--- src/rtl/lzc_norm_arbiter_if.sv ---
// Handshake bundle for lzc_norm_arbiter.
// Request side: per-lane valid/data into the arbiter, one-hot ready back out.
// Result side: registered valid/id/count/empty/normalized operand, with ready
// from downstream.
// Modports:
//   master - the environment (lanes + downstream consumer)
//   slave  - the arbiter itself
interface lzc_norm_arbiter_if #(
  parameter int unsigned NUM_REQ = 4,
  parameter int unsigned WIDTH   = 31
);
  localparam int unsigned CW = $clog2(WIDTH + 1);
  localparam int unsigned IW = (NUM_REQ > 1) ? $clog2(NUM_REQ) : 1;

  logic [NUM_REQ-1:0]       req_valid;
  logic [NUM_REQ*WIDTH-1:0] req_data;
  logic [NUM_REQ-1:0]       req_ready;
  logic                     res_valid;
  logic                     res_ready;
  logic [IW-1:0]            res_id;
  logic [CW-1:0]            res_cnt;
  logic                     res_empty;
  logic [WIDTH-1:0]         res_norm;

  modport master (
    output req_valid, req_data, res_ready,
    input  req_ready, res_valid, res_id, res_cnt, res_empty, res_norm
  );

  modport slave (
    input  req_valid, req_data, res_ready,
    output req_ready, res_valid, res_id, res_cnt, res_empty, res_norm
  );
endinterface

--- src/rtl/lzc_norm_arbiter.sv ---
// Shared leading-zero/one count and left-normalize unit for NUM_REQ lanes.
// A round-robin arbiter picks one valid lane per cycle whenever the output
// register can take a new entry; the selected operand is counted and
// normalized in one pass and registered together with the lane index.
// Ports:
//   clk_i - clock, rising edge
//   rst_i - asynchronous active-high reset
//   bus   - slave side of lzc_norm_arbiter_if (request and result handshakes)
// MODE = 1 counts leading zeros (fill 0), MODE = 0 counts leading ones (fill 1).
module lzc_norm_arbiter #(
  parameter int unsigned NUM_REQ = 4,
  parameter int unsigned WIDTH   = 31,
  parameter bit          MODE    = 1'b1
) (
  input  logic                clk_i,
  input  logic                rst_i,
  lzc_norm_arbiter_if.slave   bus
);
  localparam int unsigned CW = $clog2(WIDTH + 1);
  localparam int unsigned IW = (NUM_REQ > 1) ? $clog2(NUM_REQ) : 1;

  logic             res_valid_q;
  logic [IW-1:0]    res_id_q;
  logic [CW-1:0]    res_cnt_q;
  logic             res_empty_q;
  logic [WIDTH-1:0] res_norm_q;
  logic [IW-1:0]    ptr_q, ptr_d;

  logic             slot_free;
  logic             grant_found;
  logic [IW-1:0]    grant_idx;
  logic             accept;

  logic [WIDTH-1:0] operand;
  logic [WIDTH-1:0] match_vec;
  logic [WIDTH-1:0] shifted;
  logic             hit;
  int unsigned      hit_pos;
  logic [CW-1:0]    lead_cnt;
  logic [WIDTH-1:0] norm;

  assign slot_free = !res_valid_q || bus.res_ready;

  // Scan from ptr upward with wrap; the first valid lane wins.
  always_comb begin
    int unsigned idx;
    grant_found = 1'b0;
    grant_idx   = '0;
    idx         = 0;
    for (int unsigned i = 0; i < NUM_REQ; i++) begin
      idx = (32'(ptr_q) + i) % NUM_REQ;
      if (!grant_found && bus.req_valid[idx]) begin
        grant_found = 1'b1;
        grant_idx   = IW'(idx);
      end
    end
  end

  // Gate on rst_i so no lane sees ready while reset is held.
  assign accept = grant_found && slot_free && !rst_i;

  always_comb begin
    bus.req_ready = '0;
    if (accept) begin
      bus.req_ready[grant_idx] = 1'b1;
    end
  end

  assign ptr_d = IW'((32'(grant_idx) + 1) % NUM_REQ);

  assign operand = bus.req_data[grant_idx*WIDTH +: WIDTH];

  // Leading-ones mode is leading-zeros on the inverted operand; the inverted
  // result of the shift then fills vacated LSBs with ones.
  always_comb begin
    match_vec = MODE ? operand : ~operand;
    hit       = 1'b0;
    hit_pos   = 0;
    for (int unsigned i = 0; i < WIDTH; i++) begin
      if (match_vec[i]) begin
        hit     = 1'b1;
        hit_pos = i;
      end
    end
    lead_cnt = hit ? CW'(WIDTH - 1 - hit_pos) : '0;
    // With lead_cnt = 0 on empty, norm falls back to the operand unchanged.
    shifted  = match_vec << lead_cnt;
    norm     = MODE ? shifted : ~shifted;
  end

  always_ff @(posedge clk_i or posedge rst_i) begin
    if (rst_i) begin
      res_valid_q <= 1'b0;
      res_id_q    <= '0;
      res_cnt_q   <= '0;
      res_empty_q <= 1'b0;
      res_norm_q  <= '0;
      ptr_q       <= '0;
    end else if (accept) begin
      res_valid_q <= 1'b1;
      res_id_q    <= grant_idx;
      res_cnt_q   <= lead_cnt;
      res_empty_q <= !hit;
      res_norm_q  <= norm;
      ptr_q       <= ptr_d;
    end else if (bus.res_ready) begin
      res_valid_q <= 1'b0;
    end
  end

  assign bus.res_valid = res_valid_q;
  assign bus.res_id    = res_id_q;
  assign bus.res_cnt   = res_cnt_q;
  assign bus.res_empty = res_empty_q;
  assign bus.res_norm  = res_norm_q;
endmodule
--- src/flat_wrapper.sv ---
// flat-port wrapper written by rule: the top's interface ports become plain ports
module lzc_norm_arbiter_flat 
#(
  parameter int unsigned NUM_REQ = 4,
  parameter int unsigned WIDTH   = 31,
  parameter bit          MODE    = 1'b1
)
  (clk_i, rst_i, bus_req_valid, bus_req_data, bus_res_ready, bus_req_ready, bus_res_valid, bus_res_id, bus_res_cnt, bus_res_empty, bus_res_norm);
  lzc_norm_arbiter_if #(.NUM_REQ(NUM_REQ), .WIDTH(WIDTH)) bus_i ();
  input  logic clk_i;
  input  logic rst_i;
  input wire logic [$bits(bus_i.req_valid)-1:0] bus_req_valid;
  input wire logic [$bits(bus_i.req_data)-1:0] bus_req_data;
  input wire logic [$bits(bus_i.res_ready)-1:0] bus_res_ready;
  output wire logic [$bits(bus_i.req_ready)-1:0] bus_req_ready;
  output wire logic [$bits(bus_i.res_valid)-1:0] bus_res_valid;
  output wire logic [$bits(bus_i.res_id)-1:0] bus_res_id;
  output wire logic [$bits(bus_i.res_cnt)-1:0] bus_res_cnt;
  output wire logic [$bits(bus_i.res_empty)-1:0] bus_res_empty;
  output wire logic [$bits(bus_i.res_norm)-1:0] bus_res_norm;
  assign bus_i.req_valid = bus_req_valid;
  assign bus_i.req_data = bus_req_data;
  assign bus_i.res_ready = bus_res_ready;
  assign bus_req_ready = bus_i.req_ready;
  assign bus_res_valid = bus_i.res_valid;
  assign bus_res_id = bus_i.res_id;
  assign bus_res_cnt = bus_i.res_cnt;
  assign bus_res_empty = bus_i.res_empty;
  assign bus_res_norm = bus_i.res_norm;
  lzc_norm_arbiter #(.NUM_REQ(NUM_REQ), .WIDTH(WIDTH), .MODE(MODE)) u_core (.clk_i(clk_i), .rst_i(rst_i), .bus(bus_i));
endmodule
--- config.mk ---
export PLATFORM = sky130hd
export DESIGN_NAME = lzc_norm_arbiter_flat
export DESIGN_NICKNAME = d
export VERILOG_FILES = /design/src/rtl/lzc_norm_arbiter_if.sv /design/src/rtl/lzc_norm_arbiter.sv /design/src/flat_wrapper.sv
export SDC_FILE = /design/constraint.sdc
export NUM_CORES = 1
export LEC_CHECK = 0
export BUFFER_PORTS_ARGS = -buffer_cell sky130_fd_sc_hd__buf_2
export CAP_MARGIN = 5
export CORE_MARGIN = 1
export CORE_UTILIZATION = 54
export CTS_BUF_LIST = sky130_fd_sc_hd__clkbuf_2 sky130_fd_sc_hd__clkbuf_4 sky130_fd_sc_hd__clkbuf_8
export CTS_CLUSTER_DIAMETER = 80
export DETAILED_ROUTE_END_ITERATION = 8
export GPL_TIMING_DRIVEN = 0
export PLACE_DENSITY_LB_ADDON = 0.15
export SYNTH_ARGS = -nofsm -noshare
export SYNTH_HDL_FRONTEND = slang
export SYNTH_SLANG_ARGS = --single-unit
--- constraint.sdc ---
create_clock -name clk_i -period 6.7 [get_ports clk_i]
set_input_delay 1.34 -clock clk_i [delete_from_list [all_inputs] [get_ports clk_i]]
set_output_delay 1.34 -clock clk_i [all_outputs]
set_load 0.005 [all_outputs]
==> impl_metrics.env, run 1 <==
export IMPL_cts_sinks=42
export IMPL_grt_max_degree=43
export IMPL_cpPeakStageDelay_ps=410
export IMPL_min_from="u_core.bus.res_cnt[1]"
export IMPL_relSlewSlack=0.407
export IMPL_critPathSlowestCell="a2111oi_2"
export IMPL_gp_congestion=0.984
export IMPL_hold_viol=0
export IMPL_synth_area_sq_um=5460
export IMPL_drtIter0Drc=614
export IMPL_die_y_microns=103
export IMPL_ios=175
export IMPL_crit_chain="buf_2 > nor2b_1 > a21o_1 > a211oi_4 > inv_2 > buf_2 > buf_2 > a211oi_2 > or2_2 > o21ai_0 > a2111oi_2 > o21ai_2 > a31oi_4 > inv_2 > clkbuf_4 > ha_4 > inv_1 > o41ai_4 > buf_6 > mux2i_2 > mux2i_2 > a211o_1 > a211o_1 > nand3_1"
export IMPL_synth_top_family_by_area="compound AO/OA/AOI/OAI gates"
export IMPL_ant_nets=0
export IMPL_tightest_slew_ps=888
export IMPL_dp_cells=1026
export IMPL_setup_viol=0
export IMPL_antenna_found_initial=0
export IMPL_status="complete, no violations"
export IMPL_min_period_ps=6510
export IMPL_grt_use_total=0.423
export IMPL_final_cell_mix="buf_2 (190), nand2_1 (73), nand3_1 (70)"
export IMPL_synth_xor_area_frac=0.00160
export IMPL_grt_ovfl_total=0
export IMPL_setup_slack_ps=190
export IMPL_crit_type="in2reg"
export IMPL_rows=36
export IMPL_fin_crit_sh=0.972
export IMPL_drv_slew=0
export IMPL_vias=6874
export IMPL_final_nets=1040
export IMPL_wl_microns=21900
export IMPL_cts_max_level=2
export IMPL_ys_seq_area_frac=0.192
export IMPL_drive_gt1_frac=0.323
export IMPL_clock_fmax_mhz=154
export IMPL_cp_top_family="compound AO/OA/AOI/OAI gates"
export IMPL_syn_area_per_cell_sq_um=7.60
export IMPL_required_ps=6950
export IMPL_start_util=0.559
export IMPL_finalClockSkew_ps=8.37
export IMPL_startpoint_type="input port"
export IMPL_drt_vias_per_instance=6.62
export IMPL_postSynthCellCount=719
export IMPL_core_area_sq_um=9770
export IMPL_wl_met1_microns=8910
export IMPL_muxShareOfSynthArea=0.145
export IMPL_cts_tree="built"
export IMPL_synthFlopType="dfrtp_1"
export IMPL_r2r_start="u_core.ptr_q[1]"
export IMPL_clk_pin_slew_ps=90
export IMPL_endpoint_kind="register"
export IMPL_routedWlPerCell_microns=21.1
export IMPL_cp_common_cell="buf_2"
export IMPL_path_buf_inv=8
export IMPL_rsz0062_at_grt="yes"
export IMPL_diodes=0
export IMPL_syn_to_final_growth_pct=23.4
export IMPL_portBuffers=174
export IMPL_worstPathArrival_ps=6760
export IMPL_routed_top_layer="met4"
export IMPL_cts_buffer_depth=2
export IMPL_place_ws_ps=-1250
export IMPL_routed_wl_met2_microns=10200
export IMPL_ys_types=79
export IMPL_drc=0
export IMPL_die_width_microns=103
export IMPL_cts_root_buf="clkbuf_8"
export IMPL_yosys_register_bits=42
export IMPL_synthAdderAreaFrac=0.0115
export IMPL_hp_class="reg2reg"
export IMPL_first_pass_iters=5
export IMPL_layoutNonFillerInstCount=1038
export IMPL_synth_simple_area_share=0.257
export IMPL_critical_path_startpoint="bus_req_valid[2]"
export IMPL_async_reset_ff_frac=1.00
export IMPL_path_max_fanout=10
export IMPL_clkLatencyLatePin_ps=310
export IMPL_synth_compound_area_frac=0.331
export IMPL_dp_hpwl_microns=17400
export IMPL_die_area_sq_um=10500
export IMPL_syn_num_nets=855
export IMPL_grt_pass1_vias=6453
export IMPL_wl_met3_microns=2260
export IMPL_maxCapViolCount=0
export IMPL_numCtsBuffers=5
export IMPL_final_setup_tns_ps=0
export IMPL_yosysWarnings=0
export IMPL_final_common_cell="buf_2"
export IMPL_synth_edf_count=0
export IMPL_grt_pass1_wl_microns=33900
==> stage by stage <==
| stage | hold slack, ps | area (sq um) | utilization |
|---|---|---|---|
| floorplan | 473 | 5460 | - |
| CTS | 489 | 6630 | 0.678 |
| finish | 489 | 6740 | 0.690 |
| global route | 528 | 6740 | 0.690 |
| global placement | 457 | 6500 | 0.665 |
| detailed placement | 469 | 6500 | 0.665 |
==> Yosys cell counts, drive strengths merged, types with 11 or more instances <==
cell	instances	area [sq um]
a21oi	11	55.1
o21ai	78	394
nor2	40	153
o211ai	12	90.1
mux2	13	146
or2	17	106
and3	38	238
nand3	70	350
clkbuf	25	93.8
mux2i	60	601
a211oi	44	378
nand2	73	274
dfrtp	42	1050
nor3	11	55.1
buf	36	210
==> layer usage <==
metal,vias up,GRT usage
met4,0,0.132
met5,-,0
met2,425,0.701
met3,51,0.0590
met1,3270,0.568
li1,3128,-
==> registers in the layout (all words and copies together), names as in the netlist <==
register              flops
u_core.bus.res_cnt        5
u_core.bus.res_empty      1
u_core.bus.res_id         2
u_core.bus.res_norm      31
u_core.bus.res_valid      1
u_core.ptr_q              2
==> path summary, 6_finish.rpt <==
check	slack, ps	cells after the start	end
worst max register to register	970	23	u_core.bus.res_norm[28]
worst min-delay path	490	2	u_core.bus.res_cnt[1]
worst max-delay path	190	24	u_core.bus.res_norm[28]
worst min register to register	490	2	u_core.bus.res_cnt[1]
max in group asynchronous	4910	2	u_core.bus.res_norm[14]
min in group asynchronous	1230	2	u_core.bus.res_valid
==> final cells by class <==
cell class / count / area [sq um]
timing repair buffer: 180 / 916
sequential: 42 / 1050
buffer: 59 / 323
fill: 893 / 3030
inverter: 10 / 37.5
clock buffer: 5 / 68.8
clock inverter: 3 / 23.8
tap: 133 / 166
multi-input combinational: 606 / 4150
==> logic make-up (layout without fill, tap and decap cells) <==
family	Yosys count	count (layout)
and+or+nand+nor	280	280
AOI/OAI and AO/OA	245	245
muxes	75	75
buffers and inverters	71	257
DFF	42	42
adders and majority gates	5	5
xor gates and xnor gates	1	1
==> worst min-delay path, delay by kind of cell, from the launching register on <==
kind               cells  cell delay, ps
and+or+nand+nor        1              50
AOI/OAI and AO/OA      1              60
DFF                    1             350
==> timing repair <==
item | in CTS | in global routing
hold buffers | 0 | 0
endpoints found under the setup margin | 33 | 32
setup buffers | 2 | 4
gates resized for setup | 8 | 30
pin swaps | 2 | 4
Power of run 1 is not shown: default switching activity piles up to over one toggle a cycle in this logic, so the estimate is an artifact.
==> run 2: changes to the inputs <==
Settings changed: BUFFER_PORTS_ARGS -buffer_cell sky130_fd_sc_hd__buf_2 to not set, CORE_UTILIZATION 54 to 60, DONT_BUFFER_PORTS set to 1.
==> impl_metrics.env, run 2 (synthesis results as in run 1) <==
export IMPL_fin_crit_sh=0.970
export IMPL_rsz0062_at_grt="no"
export IMPL_antenna_found_initial=0
export IMPL_drc=0
export IMPL_grt_max_degree=43
export IMPL_setup_viol=0
export IMPL_tightest_slew_ps=857
export IMPL_worstPathArrival_ps=6680
export IMPL_critical_path_startpoint="bus_req_valid[2]"
export IMPL_clkLatencyLatePin_ps=300
export IMPL_final_common_cell="nand2_1"
export IMPL_die_width_microns=97.4
export IMPL_min_period_ps=6500
export IMPL_hold_viol=0
export IMPL_place_ws_ps=-1050
export IMPL_r2r_start="u_core.ptr_q[1]"
export IMPL_status="complete, no violations"
export IMPL_cts_sinks=42
export IMPL_cts_root_buf="clkbuf_8"
export IMPL_largest_register_ffs=31
export IMPL_relSlewSlack=0.428
export IMPL_clock_fmax_mhz=154
export IMPL_setup_slack_ps=204
export IMPL_die_area_sq_um=9490
export IMPL_syn_to_final_growth_pct=5.73
export IMPL_gp_congestion=1.02
export IMPL_first_pass_iters=7
export IMPL_cts_tree="built"
export IMPL_rows=34
export IMPL_finalClockSkew_ps=5.20
export IMPL_drtIter0Drc=661
export IMPL_drt_vias_per_instance=7.56
export IMPL_cts_hold_fix_buffers=0
export IMPL_crit_type="in2reg"
export IMPL_start_util=0.623
export IMPL_vias=6315
export IMPL_layoutNonFillerInstCount=835
export IMPL_finalInstanceArea_sq_um=5780
export IMPL_dp_cells=827
export IMPL_clk_pin_slew_ps=80
export IMPL_endpoint_kind="register"
export IMPL_maxCapViolCount=0
export IMPL_required_ps=6880
export IMPL_min_from="u_core.bus.res_id[0]"
export IMPL_final_cell_mix="nand2_1 (73), nand3_1 (70), o21ai_0 (67)"
export IMPL_ios=175
export IMPL_placed_area_sq_um=5600
export IMPL_wl_microns=20200
export IMPL_numCtsBuffers=5
export IMPL_portBuffers=0
export IMPL_cts_max_level=2
export IMPL_ant_nets=0
export IMPL_grt_use_total=0.408
export IMPL_startpoint_type="input port"
export IMPL_grt_pass1_wl_microns=30800
export IMPL_drv_slew=0
export IMPL_cts_buffer_depth=2
export IMPL_holdPathStages=2
export IMPL_die_y_microns=97.4
export IMPL_routedWlPerCell_microns=24.2
export IMPL_drive_gt1_frac=0.154
export IMPL_grt_pass1_vias=5936
export IMPL_rr_worst_depth=23
export IMPL_diodes=0
export IMPL_final_nets=862
export IMPL_grt_ovfl_total=0
export IMPL_dp_hpwl_microns=15600
export IMPL_path_max_fanout=10
export IMPL_hp_class="reg2reg"
export IMPL_core_area_sq_um=8760
run 2: worst paths after layout:
kind | end | slack, ps
setup / recovery | u_core.bus.res_norm[30] | 200
hold / removal | u_core.bus.res_id[0] | 510
setup reg to reg | u_core.bus.res_norm[30] | 850
hold reg to reg | u_core.bus.res_id[0] | 510
max in group asynchronous | u_core.bus.res_norm[25] | 5060
min in group asynchronous | u_core.bus.res_norm[29] | 1090
run 2: what timing repair did:
| action | in CTS | in global routing |
|---|---|---|
| setup endpoints to repair | 30 | 30 |
| setup buffers | 2 | 0 |
| pin swaps | 2 | 0 |
| gates resized for setup | 5 | 22 |
| hold endpoints to repair | 0 | 0 |
| gates cloned | 0 | 0 |
run 2: critical path, stage by stage:
cell      delay, ps
nor2b_1         240
a211oi_2        160
nor2_2          250
inv_2           110
buf_4           190
a211oi_1        470
a2bb2o_1        360
o2111a_1        270
o311a_1         360
o41ai_1         720
ha_4            320
inv_1           160
o41ai_4         200
buf_4           230
o21ai_0         300
mux2i_1         210
mux2_2          320
or3_1           330
o311ai_1        110
run 2: area by class of cell:
class / count / area, sq um
Timing Repair Buffer: 2 / 15.0
Buffer: 59 / 308
Inverter: 10 / 37.5
Multi-Input combinational cell: 606 / 4130
Clock buffer: 6 / 82.6
Tap cell: 108 / 135
Fill cell: 807 / 2990
Clock inverter: 2 / 12.5
Sequential cell: 42 / 1050
run 2: metal layers:
layer	up-vias	GRT usage	share of wire	wire length, microns
li1	2770	-	-	-
met1	2954	0.546	0.39	7850
met2	518	0.640	0.45	9060
met3	73	0.118	0.13	2640
met4	0	0.113	0.033	663
met5	-	0	0	0
run 2: through the flow:
stage | setup TNS [ps] | hold slack (ps) | util
2_1_floorplan | 0 | 473 | -
3_3_place_gp | -19390 | 492 | 0.639
3_5_place_dp | -23180 | 496 | 0.639
4_1_cts | 0 | 514 | 0.653
5_1_grt | 0 | 556 | 0.659
6_report | 0 | 513 | 0.659
Power of run 2 is left out for the same reason.
==> run 3: changes to the inputs <==
Settings changed: CORE_UTILIZATION 60 to 37.
==> impl_metrics.env, run 3 (synthesis results as in run 1) <==
export IMPL_largest_register_ffs=31
export IMPL_cts_root_buf="clkbuf_8"
export IMPL_r2r_end="u_core.bus.res_norm[28]"
export IMPL_cp_common_cell="buf_2"
export IMPL_required_ps=6940
export IMPL_hold_viol=0
export IMPL_endpoint_kind="register"
export IMPL_hp_class="reg2reg"
export IMPL_layoutNonFillerInstCount=914
export IMPL_clock_fmax_mhz=156
export IMPL_cts_max_level=2
export IMPL_setup_viol=0
export IMPL_crit_chain="nor2b_1 > o21ba_2 > a211oi_4 > inv_2 > buf_2 > buf_2 > a211oi_1 > or2_2 > o211ai_1 > a21oi_1 > o21ai_4 > a31oi_4 > inv_2 > buf_2 > ha_4 > inv_1 > o41ai_4 > buf_6 > nor2_1 > o21bai_1 > mux2i_2 > a211o_1 > a211o_1 > nand3_1"
export IMPL_path_max_fanout=11
export IMPL_cts_buffer_depth=2
export IMPL_rr_worst_depth=23
export IMPL_die_area_sq_um=15300
export IMPL_crit_path_end="u_core.bus.res_norm[28]"
export IMPL_ant_nets=0
export IMPL_rows=44
export IMPL_dp_hpwl_microns=17600
export IMPL_diodes=0
export IMPL_routedWlPerCell_microns=23.5
export IMPL_maxCapViolCount=0
export IMPL_critPathSlowestCell="a211oi_1"
export IMPL_portBuffers=0
export IMPL_drtIter0Drc=483
export IMPL_relSlewSlack=0.401
export IMPL_min_period_ps=6420
export IMPL_die_width_microns=124
export IMPL_crit_type="in2reg"
export IMPL_startpoint_type="input port"
export IMPL_clkLatencyLatePin_ps=300
export IMPL_crit_cells=24
export IMPL_grt_max_degree=43
export IMPL_holdWs_ps=506
export IMPL_final_cell_mix="nand2_1 (72), nand3_1 (70), o21ai_0 (67)"
export IMPL_drc=0
export IMPL_status="complete, no violations"
export IMPL_worstPathArrival_ps=6670
export IMPL_grt_pass1_vias=5749
export IMPL_gp_congestion=0.940
export IMPL_cpPeakStageDelay_ps=430
export IMPL_dp_cells=903
export IMPL_path_buf_inv=7
export IMPL_final_common_cell="nand2_1"
export IMPL_grt_ovfl_total=0
export IMPL_finalClockSkew_ps=3.58
export IMPL_drt_vias_per_instance=6.49
export IMPL_drv_slew=0
export IMPL_ios=175
export IMPL_core_area_sq_um=14500
export IMPL_r2r_setup_slack_ps=940
export IMPL_numCtsBuffers=5
export IMPL_cp_top_family="compound AO/OA/AOI/OAI gates"
export IMPL_start_util=0.377
export IMPL_drive_gt1_frac=0.152
export IMPL_wl_microns=21500
export IMPL_r2r_start="u_core.ptr_q[1]"
export IMPL_cts_sinks=42
export IMPL_grt_use_total=0.283
export IMPL_fin_crit_sh=0.959
export IMPL_final_nets=865
export IMPL_vias=5935
export IMPL_first_pass_iters=5
export IMPL_antenna_found_initial=0
export IMPL_critical_path_startpoint="bus_req_valid[2]"
export IMPL_clk_pin_slew_ps=80
export IMPL_cts_tree="built"
export IMPL_grt_pass1_wl_microns=32900
export IMPL_die_y_microns=124
export IMPL_tightest_slew_ps=891
export IMPL_syn_to_final_growth_pct=8.77
export IMPL_rsz0062_at_grt="no"
==> run 3: cell count changes in the layout (fill, tap and decap cells not counted), sizes merged <==
| cell | previous run | this run |
|---|---|---|
| buf | 35 | 38 |
| clkbuf | 32 | 33 |
| clkinvlp | 1 | 0 |
==> run 3: worst min-delay path by stage <==
| stage | start | endpoint | slack [ps] | cells after the start |
|---|---|---|---|---|
| floorplan | u_core.bus.res_cnt[0] | u_core.bus.res_cnt[0] | 470 | 2 |
| global placement | u_core.bus.res_cnt[2] | u_core.bus.res_cnt[2] | 490 | 2 |
| detailed placement | u_core.bus.res_norm[7] | u_core.bus.res_norm[7] | 500 | 2 |
| CTS | u_core.bus.res_norm[7] | u_core.bus.res_norm[7] | 520 | 2 |
| global route | u_core.bus.res_cnt[2] | u_core.bus.res_cnt[2] | 530 | 2 |
| finish | u_core.bus.res_norm[7] | u_core.bus.res_norm[7] | 510 | 2 |
==> run 3: layer usage <==
metal | up-vias | wire, microns | GRT usage
met1 | 2899 | 9880 | 0.385
li1 | 2775 | - | -
met2 | 229 | 10100 | 0.476
met4 | 0 | 342 | 0.0708
met5 | - | 0 | 0
met3 | 32 | 1190 | 0.0295
==> run 3: cell type report <==
cell class	instances	area, sq um
Buffer	60	312
Timing Repair Buffer	4	30.0
Multi-Input combinational cell	606	4190
Fill cell	1520	8540
Sequential cell	42	1050
Clock inverter	1	5.00
Inverter	10	37.5
Tap cell	184	230
Clock buffer	7	90.1
==> run 3: through the flow <==
stage	area [sq um]	worst slack [ps]	TNS, ps	utilization
3_5_place_dp	5690	-1170	-30240	0.393
5_1_grt	5940	32.3	0	0.410
3_3_place_gp	5690	-1160	-30500	0.393
4_1_cts	5820	24.8	0	0.402
6_report	5940	275	0	0.410
2_1_floorplan	5460	400	0	-
==> run 3: tightest hold or removal path: stages, from the launching register on <==
cell     delay, ps
dfrtp_1        370
nand2_1         50
o21ai_0         60
==> run 3: timing repair <==
action,in CTS,in global routing
pin swaps,2,3
gates resized for setup,8,24
setup buffers,2,2
endpoints found under the hold margin,0,0
hold buffers,0,0
setup endpoints to repair,33,30
Power of run 3 is left out for the same reason.
